[config.mk]
export PLATFORM = sky130hd
export DESIGN_NAME = c17_bist_ctrl_flat
export DESIGN_NICKNAME = d
export VERILOG_FILES = /design/src/rtl/c17_bist_ctrl_if.sv /design/src/rtl/c17_bist_ctrl.sv /design/src/flat_wrapper.sv
export SDC_FILE = /design/constraint.sdc
export NUM_CORES = 1
export LEC_CHECK = 0
export ABC_CLOCK_PERIOD_IN_PS = 1900
export BUFFER_PORTS_ARGS = -buffer_cell sky130_fd_sc_hd__clkbuf_2
export CAP_MARGIN = 20
export CORE_ASPECT_RATIO = 1.75
export CORE_MARGIN = 5
export CORE_UTILIZATION = 51
export CTS_CLUSTER_DIAMETER = 40
export DETAILED_ROUTE_END_ITERATION = 7
export GPL_TIMING_DRIVEN = 0
export PLACE_DENSITY_LB_ADDON = 0.12
export SLEW_MARGIN = 5
export SYNTH_ARGS = -nofsm -noshare
export SYNTH_HDL_FRONTEND = slang
export SYNTH_SLANG_ARGS = --single-unit
[constraint.sdc]
create_clock -name clk -period 1.9 [get_ports clk]
set_input_delay 0 -clock clk [delete_from_list [all_inputs] [get_ports clk]]
set_output_delay 0 -clock clk [all_outputs]
set_load 0.01 [all_outputs]
[src/rtl/c17_bist_ctrl_if.sv]
// rtl/c17_bist_ctrl_if.sv - stimulus/response and status bundle of the c17 BIST controller
interface c17_bist_ctrl_if;
   logic       start;
   logic [4:0] pat_out;
   logic [1:0] resp_in;
   logic       busy;
   logic       done;
   logic       pass;
   logic [7:0] signature;

   modport master (
      output start, resp_in,
      input  pat_out, busy, done, pass, signature
   );

   modport slave (
      input  start, resp_in,
      output pat_out, busy, done, pass, signature
   );
endinterface

[src/rtl/c17_bist_ctrl.sv]
// rtl/c17_bist_ctrl.sv - LFSR stimulus, MISR compaction and golden compare around the c17 netlist
module c17_bist_ctrl #(
   parameter int         NUM_PATTERNS = 31,
   parameter logic [4:0] LFSR_SEED    = 5'b00001,
   parameter int         RESP_DELAY   = 0,
   parameter logic [7:0] GOLDEN_SIG   = 8'h00
) (
   input logic            clk,
   input logic            rst_n,
   c17_bist_ctrl_if.slave bus
);

   typedef enum logic [1:0] {IDLE, RUN, FLUSH, DONE} state_t;

   state_t     state;
   logic [4:0] lfsr;
   logic [4:0] pat;
   logic [7:0] count;
   logic [7:0] misr;
   logic [1:0] vpipe;
   logic       busy;
   logic       done;
   logic       pass;

   logic       run;
   logic [2:0] vflags;
   logic       capture;
   logic [7:0] misr_shift;
   logic [7:0] misr_next;
   logic       last_pat;
   logic       flush_end;

   function automatic logic [4:0] lfsr_step(input logic [4:0] q);
      return {q[3:0], q[4] ^ q[2]};
   endfunction

   always_comb begin
      run        = (state == RUN);
      vflags     = {vpipe, run};
      capture    = vflags[2'(RESP_DELAY)];
      misr_shift = {misr[6:0], 1'b0} ^ (misr[7] ? 8'h1D : 8'h00);
      misr_next  = capture ? (misr_shift ^ {6'b0, bus.resp_in}) : misr;
      last_pat   = (count == 8'(NUM_PATTERNS - 1));
      flush_end  = (count == 8'(RESP_DELAY - 1));
   end

   always_ff @(posedge clk or negedge rst_n) begin
      if (!rst_n) begin
         state <= IDLE;
         lfsr  <= LFSR_SEED;
         pat   <= '0;
         count <= '0;
         misr  <= '0;
         vpipe <= '0;
         busy  <= 1'b0;
         done  <= 1'b0;
         pass  <= 1'b0;
      end else begin
         vpipe <= {vpipe[0], run};
         misr  <= misr_next;
         done  <= 1'b0;
         case (state)
            IDLE: begin
               pat <= '0;
               if (bus.start) begin
                  pat   <= LFSR_SEED;
                  lfsr  <= lfsr_step(LFSR_SEED);
                  count <= '0;
                  misr  <= '0;
                  pass  <= 1'b0;
                  busy  <= 1'b1;
                  state <= RUN;
               end
            end
            RUN: begin
               lfsr  <= lfsr_step(lfsr);
               pat   <= lfsr;
               count <= count + 8'd1;
               if (last_pat) begin
                  pat   <= '0;
                  count <= '0;
                  if (RESP_DELAY == 0) begin
                     // Last capture lands on this same edge, so judge the updated signature.
                     state <= DONE;
                     busy  <= 1'b0;
                     done  <= 1'b1;
                     pass  <= (misr_next == GOLDEN_SIG);
                  end else begin
                     state <= FLUSH;
                  end
               end
            end
            FLUSH: begin
               count <= count + 8'd1;
               if (flush_end) begin
                  state <= DONE;
                  busy  <= 1'b0;
                  done  <= 1'b1;
                  pass  <= (misr_next == GOLDEN_SIG);
               end
            end
            DONE: begin
               state <= IDLE;
            end
            default: state <= IDLE;
         endcase
      end
   end

   assign bus.pat_out   = pat;
   assign bus.busy      = busy;
   assign bus.done      = done;
   assign bus.pass      = pass;
   assign bus.signature = misr;

endmodule

[src/flat_wrapper.sv]
// flat-port wrapper written by rule: the top's interface ports become plain ports
module c17_bist_ctrl_flat 
#(
   parameter int         NUM_PATTERNS = 31,
   parameter logic [4:0] LFSR_SEED    = 5'b00001,
   parameter int         RESP_DELAY   = 0,
   parameter logic [7:0] GOLDEN_SIG   = 8'h00
)
  (clk, rst_n, bus_start, bus_resp_in, bus_pat_out, bus_busy, bus_done, bus_pass, bus_signature);
  c17_bist_ctrl_if bus_i ();
  input logic clk;
  input logic rst_n;
  input wire logic [$bits(bus_i.start)-1:0] bus_start;
  input wire logic [$bits(bus_i.resp_in)-1:0] bus_resp_in;
  output wire logic [$bits(bus_i.pat_out)-1:0] bus_pat_out;
  output wire logic [$bits(bus_i.busy)-1:0] bus_busy;
  output wire logic [$bits(bus_i.done)-1:0] bus_done;
  output wire logic [$bits(bus_i.pass)-1:0] bus_pass;
  output wire logic [$bits(bus_i.signature)-1:0] bus_signature;
  assign bus_i.start = bus_start;
  assign bus_i.resp_in = bus_resp_in;
  assign bus_pat_out = bus_i.pat_out;
  assign bus_busy = bus_i.busy;
  assign bus_done = bus_i.done;
  assign bus_pass = bus_i.pass;
  assign bus_signature = bus_i.signature;
  c17_bist_ctrl #(.NUM_PATTERNS(NUM_PATTERNS), .LFSR_SEED(LFSR_SEED), .RESP_DELAY(RESP_DELAY), .GOLDEN_SIG(GOLDEN_SIG)) u_core (.clk(clk), .rst_n(rst_n), .bus(bus_i));
endmodule
## After elaboration in Yosys (flattened, before gate mapping)

Cells that the tools add are included.

| word-level totals | value |
|---|---|
| register bits after elaboration | 31 |
| input port bits | 5 |
| word-level logic and storage cells | 55 |

| operators by class | value |
|---|---|
| equal/unequal tests | 8 |
| mux-type cells | 27 |
| bitwise logic cells | 3 |
| reduce and logical (&&, ||, !) cells | 8 |
| $add $sub $neg | 1 |

Operators with widths:

| kind | count |
|---|---|
| $mux W8 | 5 |
| $pmux W8 S3 | 1 |
| $pmux W5 S2 | 2 |
| $mux W5 | 3 |
| $mux W1 | 9 |
| $add A8 B1 Y8 const B | 1 |
| $eq A8 B5 Y1 const B | 1 |
| $eq A8 B8 Y1 const B | 1 |
| $logic_not A8 Y1 | 1 |
| $pmux W2 S4 | 1 |
| $xor A8 B2 Y8 | 1 |
| $xor A8 B8 Y8 | 1 |
| $mux W2 | 3 |
| $pmux W1 S3 | 2 |
| $eq A2 B2 Y1 const B | 2 |
| $ne A2 B2 Y1 const B | 2 |
| $reduce_and A2 Y1 | 2 |
| $reduce_and A4 Y1 | 1 |
| $reduce_and A3 Y1 | 1 |
| $reduce_bool A3 Y1 | 1 |
| $eq A2 B1 Y1 const B | 1 |
| $logic_not A2 Y1 | 1 |
| $ne A2 B1 Y1 const B | 1 |
| $pmux W1 S2 | 1 |
| other kinds (2) | 2 |

## Longest topological paths before layout

| depth | value |
|---|---|
| word-level depth | 7 |
| gate-level depth with buffers | 9 |
| gate-level depth less buffers | 6 |

## Least setup slack after synthesis

No wires, ideal clock.

| path | value |
|---|---|
| path kind | register to register |
| start | reg u_core.state[0] |
| end | reg u_core.pass (netlist: u_core.bus.pass) |
| arrival | 1.766 ns |
| buffers on the path | 2 |
| stages on the path, launching flop included | 9 |
| required time | 1.775 ns |
| clock period less this slack | 1.890 ns |
| library setup time | 0.125 ns |
| setup slack | 0.010 ns |
| path through | dfrtp_1 > inv_1 > ha_1 > clkbuf_1 > nor2b_1 > buf_2 > nor2_1 > nand3b_1 > mux2_2 |

| between the ends | value |
|---|---|
| word-level cells in the longest chain between the ends | 5 |
| elaborated cells on any way between the ends | 13 |
| classes of those cells | 5 x eq/ne; 4 x mux; 4 x reduce/logical |

Ends and longest elaborated chain:

| element | RTL line | RTL |
|---|---|---|
| from (decl) | c17_bist_ctrl.sv:15 | `state_t state;` |
| from (signal assigned) | c17_bist_ctrl.sv:49 | `state <= IDLE;` |
| from (signal assigned) | c17_bist_ctrl.sv:72 | `state <= RUN;` |
| from (signal assigned) | c17_bist_ctrl.sv:84 | `state <= DONE;` |
| $eq A2 B1 Y1 | c17_bist_ctrl.sv:38, c17_bist_ctrl.sv:62 |  |
| $mux W8 | c17_bist_ctrl.sv:42 | `misr_next = capture ? (misr_shift ^ {6'b0, bus.resp_in}) : misr;` |
| $logic_not A8 Y1 | c17_bist_ctrl.sv:87, c17_bist_ctrl.sv:99 |  |
| $mux W1, on equally long branches | c17_bist_ctrl.sv:95, c17_bist_ctrl.sv:79 |  |
| $pmux W1 S3 | c17_bist_ctrl.sv:62 | `case (state)` |
| to (signal assigned) | c17_bist_ctrl.sv:87 | `pass <= (misr_next == GOLDEN_SIG);` |
| to (signal assigned) | c17_bist_ctrl.sv:99 | `pass <= (misr_next == GOLDEN_SIG);` |
| to (decl) | c17_bist_ctrl.sv:23 | `logic pass;` |

Parallel ways exist; a longest one is shown, timed or not. The select of a mux whose other input is x is not followed.
A chain may end at the register's enable or synchronous reset.

## Final worst setup path

| path | value |
|---|---|
| start | reg u_core.count[0] |
| end | reg u_core.state[1] |

| between the ends | value |
|---|---|
| word-level cells in the longest chain between the ends | 3 |
| elaborated cells on any way between the ends | 5 |
| classes of those cells | 4 x eq/ne; 1 x reduce/logical |

Ends and longest elaborated chain:

| element | RTL line | RTL |
|---|---|---|
| from (decl) | c17_bist_ctrl.sv:18 | `logic [7:0] count;` |
| from (signal assigned) | c17_bist_ctrl.sv:78 | `count <= count + 8'd1;` |
| from (signal assigned) | c17_bist_ctrl.sv:94 | `count <= count + 8'd1;` |
| $eq A8 B5 Y1 / $eq A8 B8 Y1 (equally long branches) | c17_bist_ctrl.sv:43, c17_bist_ctrl.sv:44 |  |
| $ne A2 B2 Y1 (no source line) / $ne A2 B1 Y1 (equally long branches) | - |  |
| $reduce_and A3 Y1 (no source line) (*) | - |  |

Mark *: on every way between the ends. The rest lies on a longest branch, timed or not.

==> summary.md <==
| Metric | Value |
|---|---|
| Post-synthesis sequential area ratio | `48.10%` |
| Area Overhead vs Synth | `22.46%` |
| H-tree depth | `2` |
| Vias in the first global route | `1307` |
| Synth cell types | `39` |
| Fmax | `approximately 530 MHz` |
| Starting Density | `between 50% and 60%` |
| Pwr Total | `1821 µW` |
| Largest net degree at the start of global routing | `32` |
| Number of diodes | `0` |
| Syn avg cell area | `roughly 11 µm²` |
| Max-Cap Viols | `0` |
| Num CTS Buffers | `5` |
| Synth warn | `0` |
| Grt total ovfl | `0` |
| GRT Util Overall | `18.36%` |
| Worst skew pair latency | `0.28 ns` |
| CTS clk-pin slew, worst paths | `0.06 ns` |
| Via count | `1300` |
| Final ANT Viol Nets | `0` |
| DIE HEIGHT | `84.45 µm` |
| Row count | `27` |
| DR WL/cell | `15.75 µm` |
| Max_slew headroom | `47.91%` |
| Reg2Reg Setup Slack | `about 0.016 ns` |
| Final worst path period need | `~1.9 ns` |
| Clock root cell | `clkbuf_8` |
| Setup Skew | `0.002304 ns` |
| Chip width | `52.54 µm` |
| Routed WL | `roughly 3.6 mm` |
| Syn nets | `164` |
| Hold Crit Endpoint | `u_core.bus.signature[1]$_DFF_PN0_` |
| First-pass GRT wire length | `6.168 mm` |
| Initial antenna violation count | `0` |
| Routability Congestion | `0.7764` |
| Crit path max fanout | `4` |
| Worst Hold Path Cells | `3` |
| Worst EP arrival | `2.05 ns` |
| Iteration-0 DRC Markers | `38` |
| LEAKAGE | `0.0009152 µW` |
| DP Wirelength | `~2.5 mm` |
| Req. time, crit path | `2.06 ns` |
| Hold Fails Final Rpt | `0` |
| R2r startpoint | `u_core.count[0]$_DFFE_PN0P_` |
| Critical path endpoint category | `flip-flop` |
| Die area | `approximately 4400 µm²` |
| Critical path launch point type | `flip-flop` |
| Area after DPL | `around 1800 µm²` |
| RSZ-0062 raised after global routing | `true` |
| Worst Hold Class | `input port to flip-flop` |
| Tcrit/Tclk final | `between 90% and 100%` |
| Share of layout cells above drive strength 1 | `30.27%` |
| Setup CP Type | `flip-flop to flip-flop` |
| Hold_sp | `bus_resp_in[1]` |
| Number of I/O pins | `21` |
| Cell Area, Synth | `1615 µm²` |
| Inst Count DP | `216` |
| Final slew viol count | `0` |
| Worst-case reg-to-reg path depth | `6` |
| Post-synth EDFFs | `0` |
| Asr flop ratio synth | `100.0%` |
| Cell count after synthesis | `153` |
| Core footprint | `3108 µm²` |
| Pwr per Cell Area | `920.6 nW/µm²` |
| Final setup fails | `0` |
| Non-Filler Instances | `228` |
| TritonCTS clock tree | `yes` |
| Drt pass-1 iters | `4` |
| Worst IR Drop VDD | `0.8611 mV` |
| Via density per instance | `approximately 5.7` |
| Worst-case clock buffer depth | `2` |
| Final nets | `195` |
| Worst r2r dst | `u_core.state[1]$_DFFE_PN0P_` |
| Filler cells | `275` |
| Port Buffers | `20` |
| Post-synth top flop | `dfrtp_1` |
| Yosys reg bits | `31` |
| Measured slew at the worst slew-check pin | `0.7814 ns` |
| DRC viols | `0` |
| TritonCTS Sinks | `31` |
| Status | `finished clean` |
| Design Area, Final | `between 1500 and 2000 µm²` |
cells in the final DEF, fill, tap and decap left out, drive strengths merged, types with 3 or more instances in the layout:
cell type,instances
ha,6
mux2i,8
nor2b,3
nand2,4
nor4,4
buf,4
nor2,16
nand3,3
dfrtp,30
xnor2,12
clkbuf,36
nor3,4
a22o,4
o21ai,8
inv,5
a211oi,7
a21oi,7
a32oi,3
logic make-up (layout without fill, tap and decap cells):
| kind of cell | Yosys count | count (layout) | share of synthesized area (%) |
|---|---|---|---|
| XOR/XNOR | 12 | 12 | 6.507 |
| buffers and inverters | 14 | 46 | 3.331 |
| AO/OA/AOI/OAI | 37 | 37 | 16.58 |
| flip-flops | 31 | 31 | 48.10 |
| multiplexers | 10 | 10 | 6.584 |
| AND/OR/NAND/NOR | 43 | 43 | 14.25 |
| adder cells (fa/ha/maj) | 6 | 6 | 4.647 |
worst max-delay path: stages, from the launching register on:
cell	delay [ns]
dfrtp_1	0.39
inv_2	0.08
ha_4	0.14
nand4_4	0.07
o41a_4	0.39
or3b_4	0.39
mux2_4	0.30
registers in the layout, indices dropped and copies added, names as in the netlist:
name,count
u_core.state,2
u_core.count,8
u_core.bus.pat_out,5
u_core.bus.busy,1
u_core.bus.pass,1
u_core.bus.done,1
u_core.bus.signature,8
u_core.lfsr,5
layer usage:
layer  track usage [%]  up-vias  routed length [µm]
met5                 0        -                   0
met4             7.442        0                  60
met3             3.552        5                 127
met2             32.13       29                1999
met1             20.99      644                1403
li1                  -      622                   -
worst max-delay path by stage:
stage                                startpoint  cells past startpoint                     endpoint
finish              u_core.count[0]$_DFFE_PN0P_                      6  u_core.state[1]$_DFFE_PN0P_
global route        u_core.count[0]$_DFFE_PN0P_                      6  u_core.state[1]$_DFFE_PN0P_
CTS                 u_core.count[0]$_DFFE_PN0P_                      6  u_core.state[1]$_DFFE_PN0P_
detailed placement  u_core.state[0]$_DFFE_PN0P_                      8  u_core.bus.pass$_DFFE_PN0P_
global placement    u_core.state[0]$_DFFE_PN0P_                      8  u_core.bus.pass$_DFFE_PN0P_
floorplan           u_core.state[0]$_DFFE_PN0P_                      8  u_core.bus.pass$_DFFE_PN0P_
per-stage QoR:
stage	setup WS, ns	util (%)	TNS [ns]	hold slack, ns
final	0.01565	63.65	0	0.05225
after global routing	-0.03717	63.65	-0.08063	0.06559
after CTS	-0.07645	62.56	-0.2317	0.05164
after detailed placement	-0.3404	56.92	-1.990	0.1254
after global placement	-0.3036	56.92	-1.205	0.1051
after floorplan	0.009777	-	0	-0.2956
cells in the mapped netlist (2+ instances only):
| cell | number | share of area (%) |
|---|---|---|
| a211oi_1 | 7 | 3.3 |
| buf_1 | 2 | 0.46 |
| a32oi_1 | 3 | 1.6 |
| nor3_1 | 4 | 1.2 |
| ha_1 | 6 | 4.6 |
| nor2_1 | 16 | 3.7 |
| o21ai_0 | 7 | 2.2 |
| dfrtp_1 | 30 | 46 |
| nor2b_1 | 3 | 1.2 |
| a21oi_1 | 7 | 2.2 |
| clkbuf_1 | 6 | 1.4 |
| a22o_2 | 4 | 2.5 |
| nand3_1 | 3 | 0.93 |
| a31oi_1 | 2 | 0.77 |
| nor4_1 | 4 | 1.5 |
| mux2i_1 | 8 | 5.0 |
| nand2_1 | 4 | 0.93 |
| inv_1 | 5 | 1.2 |
| xnor2_1 | 12 | 6.5 |
area by class of cell:
class	instances	area, µm²	share of cell area, %
Tap cell	43	53.80	2.720
Clock buffer	8	100.1	5.060
Sequential cell	31	777.0	39.28
Inverter	5	18.77	0.9488
Multi-Input combinational cell	108	847.1	42.82
Buffer	8	41.29	2.087
Timing Repair Buffer	25	140.1	7.084
where the power goes:
part | internal (µW) | switching [µW]
clock network | 330 | 231
registers | 752 | 101
logic | 205 | 203
total | 1290 | 534
repair_timing:
item	4_1_cts	5_1_grt
setup buffers	4	0
gates resized for setup	10	12
endpoints found under the setup margin	22	21
hold endpoints to repair	30	0
hold buffers	1	0
pin swaps	2	3
No activity file was read; power rests on OpenSTA's default activity.
